**config.mk**
```make
export PLATFORM = sky130hd
export DESIGN_NAME = cpu_stage_controller
export DESIGN_NICKNAME = d
export VERILOG_FILES = /design/src/rtl/cpu_stage_controller_pkg.sv /design/src/rtl/cpu_stage_controller_retire_counter.sv /design/src/rtl/cpu_stage_controller.sv
export SDC_FILE = /design/constraint.sdc
export NUM_CORES = 1
export LEC_CHECK = 0
export ABC_AREA = 1
export CAP_MARGIN = 20
export CORE_UTILIZATION = 50
export DETAILED_ROUTE_END_ITERATION = 16
export GPL_ROUTABILITY_DRIVEN = 1
export GPL_TIMING_DRIVEN = 1
export PLACE_DENSITY_LB_ADDON = 0.05
export SLEW_MARGIN = 20
export SYNTH_ARGS = -nofsm -noshare
export SYNTH_HDL_FRONTEND = slang
export SYNTH_HIERARCHICAL = 1
export SYNTH_SLANG_ARGS = --single-unit
```
**constraint.sdc**
```tcl
create_clock -name clk -period 4.4 [get_ports clk]
set_clock_uncertainty 0.2 [all_clocks]
set_input_delay 0.88 -clock clk [delete_from_list [all_inputs] [get_ports clk]]
set_output_delay 0.88 -clock clk [all_outputs]
set_load 0.01 [all_outputs]
```
**src/rtl/cpu_stage_controller_pkg.sv**
```systemverilog
// Shared definitions for the multi-cycle CPU stage controller.
// Holds the stage vector width, the one-hot bit index of each stage, the
// controller state encoding and the default retired-counter width, so the
// datapath, the debug port and the controller agree on a single layout.
package cpu_stage_controller_pkg;

  localparam int STAGE_COUNT_C  = 6;
  localparam int RETIRE_WIDTH_C = 16;

  // Bit positions inside the one-hot stage vector
  localparam int STAGE_IF  = 0;
  localparam int STAGE_ID  = 1;
  localparam int STAGE_OF  = 2;
  localparam int STAGE_EX  = 3;
  localparam int STAGE_MEM = 4;
  localparam int STAGE_WB  = 5;

  typedef enum logic [2:0] {
    ST_IF     = 3'd0,
    ST_ID     = 3'd1,
    ST_OF     = 3'd2,
    ST_EX     = 3'd3,
    ST_MEM    = 3'd4,
    ST_WB     = 3'd5,
    ST_HALTED = 3'd6
  } state_e;

  // One-hot stage vector for a state; HALTED has no active stage.
  function automatic logic [STAGE_COUNT_C-1:0] stage_onehot(input state_e s);
    logic [STAGE_COUNT_C-1:0] v;
    v = '0;
    case (s)
      ST_IF:   v[STAGE_IF]  = 1'b1;
      ST_ID:   v[STAGE_ID]  = 1'b1;
      ST_OF:   v[STAGE_OF]  = 1'b1;
      ST_EX:   v[STAGE_EX]  = 1'b1;
      ST_MEM:  v[STAGE_MEM] = 1'b1;
      ST_WB:   v[STAGE_WB]  = 1'b1;
      default: v = '0;
    endcase
    return v;
  endfunction

endpackage

```
**src/rtl/cpu_stage_controller_retire_counter.sv**
```systemverilog
// Wrapping enable counter for retired instructions.
// Ports: clk, rst_n (async active-low), en (count this cycle),
//        count (current value, wraps modulo 2^WIDTH).
module cpu_stage_controller_retire_counter #(
  parameter int WIDTH = 16
) (
  input  logic             clk,
  input  logic             rst_n,
  input  logic             en,
  output logic [WIDTH-1:0] count
);

  logic [WIDTH-1:0] count_q, count_d;

  always_comb begin
    count_d = count_q;
    if (en) count_d = count_q + WIDTH'(1);
  end

  always_ff @(posedge clk or negedge rst_n) begin
    if (!rst_n) count_q <= '0;
    else        count_q <= count_d;
  end

  assign count = count_q;

endmodule

```
**src/rtl/cpu_stage_controller.sv**
```systemverilog
// Multi-cycle CPU stage sequencer: walks one instruction at a time through
// IF, ID, OF, EX, MEM, WB, with second-word fetch, memory wait states,
// branch PC load and a terminal HALTED state.
// Ports:
//   clk, reset (async active-low)
//   stage         one-hot current stage (registered), zero when halted
//   fetch_req / fetch_ready   instruction memory handshake (IF)
//   instr_words, need_mem     decoder hints
//   mem_req / mem_ready       data memory handshake (MEM)
//   branch_taken, halt        WB-time control
//   pc_inc, pc_load, retire   one-cycle pulses (registered)
//   word_idx                  second instruction word in flight
//   retired_count, halted     status
// STAGE_COUNT must stay 6; the stage layout is fixed by the package.
module cpu_stage_controller
  import cpu_stage_controller_pkg::*;
#(
  parameter int STAGE_COUNT  = STAGE_COUNT_C,
  parameter int RETIRE_WIDTH = RETIRE_WIDTH_C
) (
  input  logic                    clk,
  input  logic                    reset,
  output logic [STAGE_COUNT-1:0]  stage,
  output logic                    fetch_req,
  input  logic                    fetch_ready,
  input  logic                    instr_words,
  input  logic                    need_mem,
  output logic                    mem_req,
  input  logic                    mem_ready,
  input  logic                    branch_taken,
  input  logic                    halt,
  output logic                    pc_inc,
  output logic                    pc_load,
  output logic                    word_idx,
  output logic                    retire,
  output logic [RETIRE_WIDTH-1:0] retired_count,
  output logic                    halted
);

  state_e                 state_q, state_d;
  logic [STAGE_COUNT-1:0] stage_q, stage_d;
  logic word_idx_q, word_idx_d;
  logic pc_inc_q,   pc_inc_d;
  logic pc_load_q,  pc_load_d;
  logic retire_q,   retire_d;
  logic halted_q,   halted_d;

  // State register
  always_ff @(posedge clk or negedge reset) begin
    if (!reset) state_q <= ST_IF;
    else        state_q <= state_d;
  end

  // Next-state logic; ready inputs only matter in their owning stage
  always_comb begin
    state_d = state_q;
    case (state_q)
      ST_IF:     if (fetch_ready) state_d = ST_ID;
      ST_ID:     state_d = (instr_words && !word_idx_q) ? ST_IF : ST_OF;
      ST_OF:     state_d = ST_EX;
      ST_EX:     state_d = ST_MEM;
      ST_MEM:    if (!need_mem || mem_ready) state_d = ST_WB;
      ST_WB:     state_d = halt ? ST_HALTED : ST_IF;
      ST_HALTED: state_d = ST_HALTED;
      default:   state_d = ST_IF;
    endcase
  end

  // Output logic. Stage and pulses are computed for the next cycle and
  // registered, so they line up with state_q one cycle later. Retire and
  // pc_load are consequences of the WB just completed, so they still pulse
  // once in the first HALTED cycle when that WB carried halt.
  always_comb begin
    stage_d    = STAGE_COUNT'(stage_onehot(state_d));
    word_idx_d = word_idx_q;
    if (state_q == ST_ID && instr_words && !word_idx_q) word_idx_d = 1'b1;
    if (state_q == ST_WB)                               word_idx_d = 1'b0;
    pc_inc_d   = (state_q == ST_IF) && fetch_ready;
    pc_load_d  = (state_q == ST_WB) && branch_taken;
    retire_d   = (state_q == ST_WB);
    halted_d   = (state_d == ST_HALTED);
  end

  always_ff @(posedge clk or negedge reset) begin
    if (!reset) begin
      stage_q    <= STAGE_COUNT'(stage_onehot(ST_IF));
      word_idx_q <= 1'b0;
      pc_inc_q   <= 1'b0;
      pc_load_q  <= 1'b0;
      retire_q   <= 1'b0;
      halted_q   <= 1'b0;
    end else begin
      stage_q    <= stage_d;
      word_idx_q <= word_idx_d;
      pc_inc_q   <= pc_inc_d;
      pc_load_q  <= pc_load_d;
      retire_q   <= retire_d;
      halted_q   <= halted_d;
    end
  end

  // Requests are combinational from state so reset drops them immediately
  assign fetch_req = (state_q == ST_IF);
  assign mem_req   = (state_q == ST_MEM) && need_mem;

  assign stage    = stage_q;
  assign word_idx = word_idx_q;
  assign pc_inc   = pc_inc_q;
  assign pc_load  = pc_load_q;
  assign retire   = retire_q;
  assign halted   = halted_q;

  cpu_stage_controller_retire_counter #(
    .WIDTH (RETIRE_WIDTH)
  ) u_retire_counter (
    .clk   (clk),
    .rst_n (reset),
    .en    (retire_d),
    .count (retired_count)
  );

endmodule

```
==> results of run 1 <==
[layer usage]
metal  vias to the layer above  track usage
li1                        557            -
met2                        32        0.341
met5                         -            0
met4                         0        0.120
met1                       519        0.239
met3                         7       0.0889
[critical path, cell delays in order]
cell and delay [ns]:
clkdlybuf4s50_1 0.45, inv_1 0.04, nor2_1 0.09, clkdlybuf4s50_1 0.54
[stage by stage]
step | util | hold WS (ns)
floorplan | - | 0.335
global placement | 0.698 | 0.292
detailed placement | 0.698 | 0.300
CTS | 0.722 | 0.327
global route | 0.722 | 0.341
finish | 0.722 | 0.327
[power by group through the flow]
stage | sequential, mW | clock, mW | combinational (mW)
floorplan | 0.412 | 0 | 0.143
global placement | 0.391 | 0 | 0.304
detailed placement | 0.397 | 0 | 0.311
CTS | 0.391 | 0.175 | 0.313
global route | 0.399 | 0.188 | 0.341
finish | 0.391 | 0.172 | 0.311
[state kept, by name (all words and copies together), names as in the netlist]
register	count
u_retire_counter/count	16
stage	6
state_q	3
halted	1
pc_inc	1
pc_load	1
retire	1
word_idx	1
[area by class of cell]
class | count | area [µm²]
Timing Repair Buffer | 37 | 368
Clock buffer | 7 | 55.1
Multi-Input combinational cell | 94 | 488
Clock inverter | 1 | 5.00
Fill cell | 192 | 701
Inverter | 31 | 116
Sequential cell | 30 | 752
Tap cell | 30 | 37.5
[path summary, 6_finish.rpt]
| path | endpoint | depth (start not counted) |
|---|---|---|
| min reg2reg | u_retire_counter/count[9] | 1 |
| min in group asynchronous | pc_inc | 2 |
| max reg2reg | u_retire_counter/count[15] | 10 |
| max in group asynchronous | stage[0] | 2 |
| max | mem_req | 4 |
| min | u_retire_counter/count[9] | 1 |
[kinds of logic (layout without fill, tap and decap cells)]
logic type	count (synthesis)	in the layout	synth area share
xor+xnor	11	11	0.0706
buf+inv	32	76	0.0908
compound gates	1	1	0.00367
flops	30	30	0.551
fa+ha+maj	1	1	0.00917
simple gates	81	81	0.274
[placed cells by master, fill, tap and decap left out]
cell type         n
clkinv_2          1
nor3_1            1
clkbuf_1          1
nor2_1           18
nor2_2            7
inv_1            28
inv_2             3
clkdlybuf4s50_1  36
dfrtp_1          29
nand4_1           6
nand2_1          31
buf_4             1
nand3_1          14
ha_1              1
xnor2_1           7
clkbuf_4          5
clkbuf_8          1
o21ai_1           1
nand3_2           1
nand2_2           2
nor2_4            1
xor2_1            4
dfstp_2           1
==> flow_metrics.tcl, run 1 <==
set metrics [dict create \
    dp_cells 222 \
    drv_slew 0 \
    grt_max_degree 31 \
    antenna_cells 0 \
    wl_met2_um 1320 \
    fin_crit_sh 0.701 \
    power_leakage_nw 0.907 \
    dp_hpwl_um 1900 \
    dp_slack_ns 1.32 \
    worstSetupPathType "input port to output port" \
    hold_start "u_retire_counter/count[9]" \
    postCtsSetupBuffers 0 \
    cts.sinks 30 \
    syn_inst 156 \
    vias_per_cell 4.85 \
    place.port_buffers 36 \
    final_cells 230 \
    place.gp.congestion 0.828 \
    synth_fp_nets 165 \
    period_needed_ns 3.08 \
    rsz0062_at_grt "no" \
    first_pass_iters 4 \
    drc_errors 0 \
    hold_path.class "flop to flop" \
    synth.distinct_cells 18 \
    yosys-top-cells-area "dfrtp_1, nand2_1, inv_1" \
    globalRoute.totalOverflow 0 \
    fp.dieH_um 54.2 \
    cts_resized 0 \
    cts_root_buf "clkbuf_4" \
    cts_max_level 2 \
    layout-drive-gt1-share 0.115 \
    outcome "finished clean" \
    wl_um 2620 \
    yosysWarningCount 6 \
    slew_headroom 0.667 \
    antenna_left 0 \
    grt_pass1_wl_um 4280 \
    routed.top_layer "met4" \
    vias 1115 \
    powerDensity_nw_per_um2 480 \
    ys.flop_type "dfrtp_1" \
    wire_per_inst_um 11.4 \
    clk_pin_slew_ns 0.09 \
    setup_ws_ns 1.32 \
    regToRegSetupSlack_ns 2.32 \
    nets 208 \
    clock_latency_ns 0.33 \
    worstMarginPinSlew_ns 0.498 \
    wl_met1_um 1100 \
    synth-edff-count 0 \
    ys_top_cells_by_count "nand2_1, dfrtp_1, inv_1" \
    drt-initial-drc-count 28 \
    wl_met3_um 140 \
    antenna_found_initial 0 \
    stdcell_area_um2 1820 \
    hold_viol 0 \
    seqPwrFrac 0.448 \
    setup-tns-final_ns 0 \
    synth_most_common_cell "nand2_1" \
    switching_share 0.352 \
    synthArstFlopShare 1.00 \
    synth_seq_area_share 0.551 \
    track_usage 0.214 \
    cap_violations 0 \
    p_clk_frac 0.197 \
    p_comb_frac 0.356 \
    worstPathMaxFanout 2 \
    yosysTopAreaCell "dfrtp_1" \
    die-area_um2 2940 \
    netlist_area_um2 1360 \
    cp_data_required_time_ns 3.32 \
    power.total_mw 0.874 \
    placed_cell_area_um2 1760 \
    p_sw_mw 0.307 \
    fmax_mhz 324 \
    ys_seq_elements 30 \
    numCtsBuffers 5 \
    cts_max_path_buffers 2 \
    row_count 18 \
    worstSetupStartpoint "need_mem" \
    netlist.area_leader.share 0.532 \
    grt_pass1_vias 1039 \
    start_kind "input port" \
    core_area_um2 2520 \
    r2r_start "state_q[0]" \
    io_pins 37 \
    crit_path_end_kind "output port" \
    setup_viol 0 \
    syn_area_per_cell_um2 8.74 \
    p_int_mw 0.566 \
    tritoncts "done" \
    ctsHoldBuffers 0 \
    ir_drop_uv 467 \
    start_util 0.541 \
    critPathArrivalTime_ns 2.00 \
    syn_to_final_growth_pct 33.6 \
    dieWidth_um 54.2 \
]
Note: power is estimated with default switching activity, not from simulation.
==> run 2: changes to the inputs <==
--- a/config.mk
+++ b/config.mk
@@ -7,7 +7,7 @@
 export LEC_CHECK = 0
 export ABC_AREA = 1
 export CAP_MARGIN = 20
-export CORE_UTILIZATION = 50
+export CORE_UTILIZATION = 47
 export DETAILED_ROUTE_END_ITERATION = 16
 export GPL_ROUTABILITY_DRIVEN = 1
 export GPL_TIMING_DRIVEN = 1
==> constraint.sdc (replaced) <==
create_clock -name clk -period 3 [get_ports clk]
set_clock_uncertainty 0.2 [all_clocks]
set_input_delay 0.6 -clock clk [delete_from_list [all_inputs] [get_ports clk]]
set_output_delay 0.6 -clock clk [all_outputs]
set_load 0.01 [all_outputs]
==> flow_metrics.tcl, run 2 (synthesized netlist as in run 1, its figures left out) <==
set metrics [dict create \
    grt_pass1_wl_um 4390 \
    hold_viol 0 \
    wl_um 2520 \
    setup-tns-final_ns 0 \
    hold_path.class "flop to flop" \
    wire_per_inst_um 10.9 \
    core_area_um2 2760 \
    path_buf_inv 3 \
    io_pins 37 \
    globalRoute.totalOverflow 0 \
    switching_share 0.333 \
    holdPathStages 2 \
    worst_hold_slack_ns 0.314 \
    crit_family "buffers and inverters" \
    rsz0062_at_grt "no" \
    use_met2 0.306 \
    cts.sinks 30 \
    cts_max_path_buffers 2 \
    final_common_cell "clkdlybuf4s50_1" \
    p_clk_frac 0.234 \
    vias_per_cell 4.75 \
    fin_crit_sh 0.839 \
    cts_resized 0 \
    cts_root_buf "clkbuf_4" \
    globalRouteMet3Util 0.0767 \
    place.port_buffers 36 \
    dp_hpwl_um 1850 \
    tritoncts "done" \
    cp_data_required_time_ns 2.20 \
    antenna_left 0 \
    worstSetupPathType "input port to output port" \
    multi_input_area_um2 488 \
    track_usage 0.188 \
    antenna_found_initial 0 \
    slowest_delay_ns 0.53 \
    outcome "finished clean" \
    critPathSlowestCell "clkdlybuf4s50_1" \
    r2r_end "u_retire_counter/count[10]" \
    drc_errors 0 \
    nFillCells 222 \
    row_count 19 \
    r2r_cells 8 \
    worstPathMaxFanout 2 \
    p_int_mw 0.890 \
    nets 208 \
    fmax_mhz 397 \
    powerDensity_nw_per_um2 725 \
    cts_max_level 2 \
    regToRegSetupSlack_ns 0.90 \
    syn_to_final_growth_pct 35.0 \
    critPathArrivalTime_ns 1.72 \
    ir_drop_uv 610 \
    cap_violations 0 \
    dieWidth_um 55.9 \
    worst_hold_path.endpoint "word_idx" \
    antenna_cells 0 \
    die-area_um2 3120 \
    setup_viol 0 \
    period_needed_ns 2.52 \
    grt_pass1_vias 1024 \
    cp_common_cell "clkdlybuf4s50_1" \
    worstMarginPinSlew_ns 0.489 \
    vias 1098 \
    start_util 0.495 \
    grt.busiest_layer "met2" \
    place.gp.congestion 0.757 \
    drt-initial-drc-count 17 \
    power.total_mw 1.33 \
    layout-drive-gt1-share 0.120 \
    numCtsBuffers 5 \
    layout_common_cells "clkdlybuf4s50_1, nand2_1, dfrtp_1, inv_1, nor2_1" \
    r2r_start "state_q[0]" \
    fp.dieH_um 55.9 \
    seq_area_um2 752 \
    hold_start "word_idx" \
    start_kind "input port" \
    first_pass_iters 3 \
    seqPwrFrac 0.429 \
    ctsHoldBuffers 0 \
    p_comb_frac 0.337 \
    postCtsSetupBuffers 0 \
    crit_path_end_kind "output port" \
    grt_max_degree 31 \
    clk_pin_slew_ns 0.10 \
    clock_latency_ns 0.33 \
    grt_util_met1 0.217 \
    power_leakage_nw 0.917 \
    p_sw_mw 0.445 \
    drv_slew 0 \
    largest_reg_flops 16 \
    slew_headroom 0.674 \
    final_util 0.667 \
    crit_chain "clkdlybuf4s50_1, inv_1, nor2_1, clkdlybuf4s50_1" \
]
run 2: worst max path at each step:
stage                     startpoint                   endpoint  slack [ns]  depth (start not counted)
after floorplan           state_q[0]  u_retire_counter/count[8]        1.31                          9
after global placement      need_mem                    mem_req        0.48                          4
after detailed placement    need_mem                    mem_req        0.47                          4
after CTS                   need_mem                    mem_req        0.47                          4
after global routing      state_q[1]                    mem_req        0.40                          4
final                       need_mem                    mem_req        0.48                          4
run 2: worst reg2reg max path, stage by stage, from the launching register on:
cell and delay, ns:
dfrtp_1 0.42, inv_1 0.09, nor2_1 0.13, inv_1 0.08, nor2_2 0.39, nand3_1 0.15
nor2_1 0.24, nand2_1 0.12, xor2_1 0.16
run 2: power groups by stage:
stage	clock network, mW	registers, mW	logic (mW)
detailed placement	0	0.582	0.454
CTS	0.324	0.574	0.457
finish	0.313	0.573	0.449
global route	0.340	0.589	0.508
global placement	0	0.575	0.447
floorplan	0	0.605	0.209
run 2: per-stage QoR:
step / setup WS (ns) / instance area (µm²) / std cells
after floorplan: 1.31 / 1360 / 156
after global placement: 0.484 / 1760 / 223
after detailed placement: 0.473 / 1760 / 223
after CTS: 0.471 / 1840 / 231
after global routing: 0.397 / 1840 / 231
final: 0.483 / 1840 / 231
run 2: per-layer routing:
layer	up-vias	part of all wire
met3	7	0.056
met4	0	0.015
met5	-	0
met2	23	0.52
li1	556	-
met1	512	0.41
run 2: area by class of cell:
class                      instances  area share
timing repair buffer              37       0.200
sequential                        30       0.409
clock buffer                       5      0.0204
clock inverter                     3      0.0218
inverter                          31      0.0632
multi-input combinational         94       0.265
tap                               31      0.0211
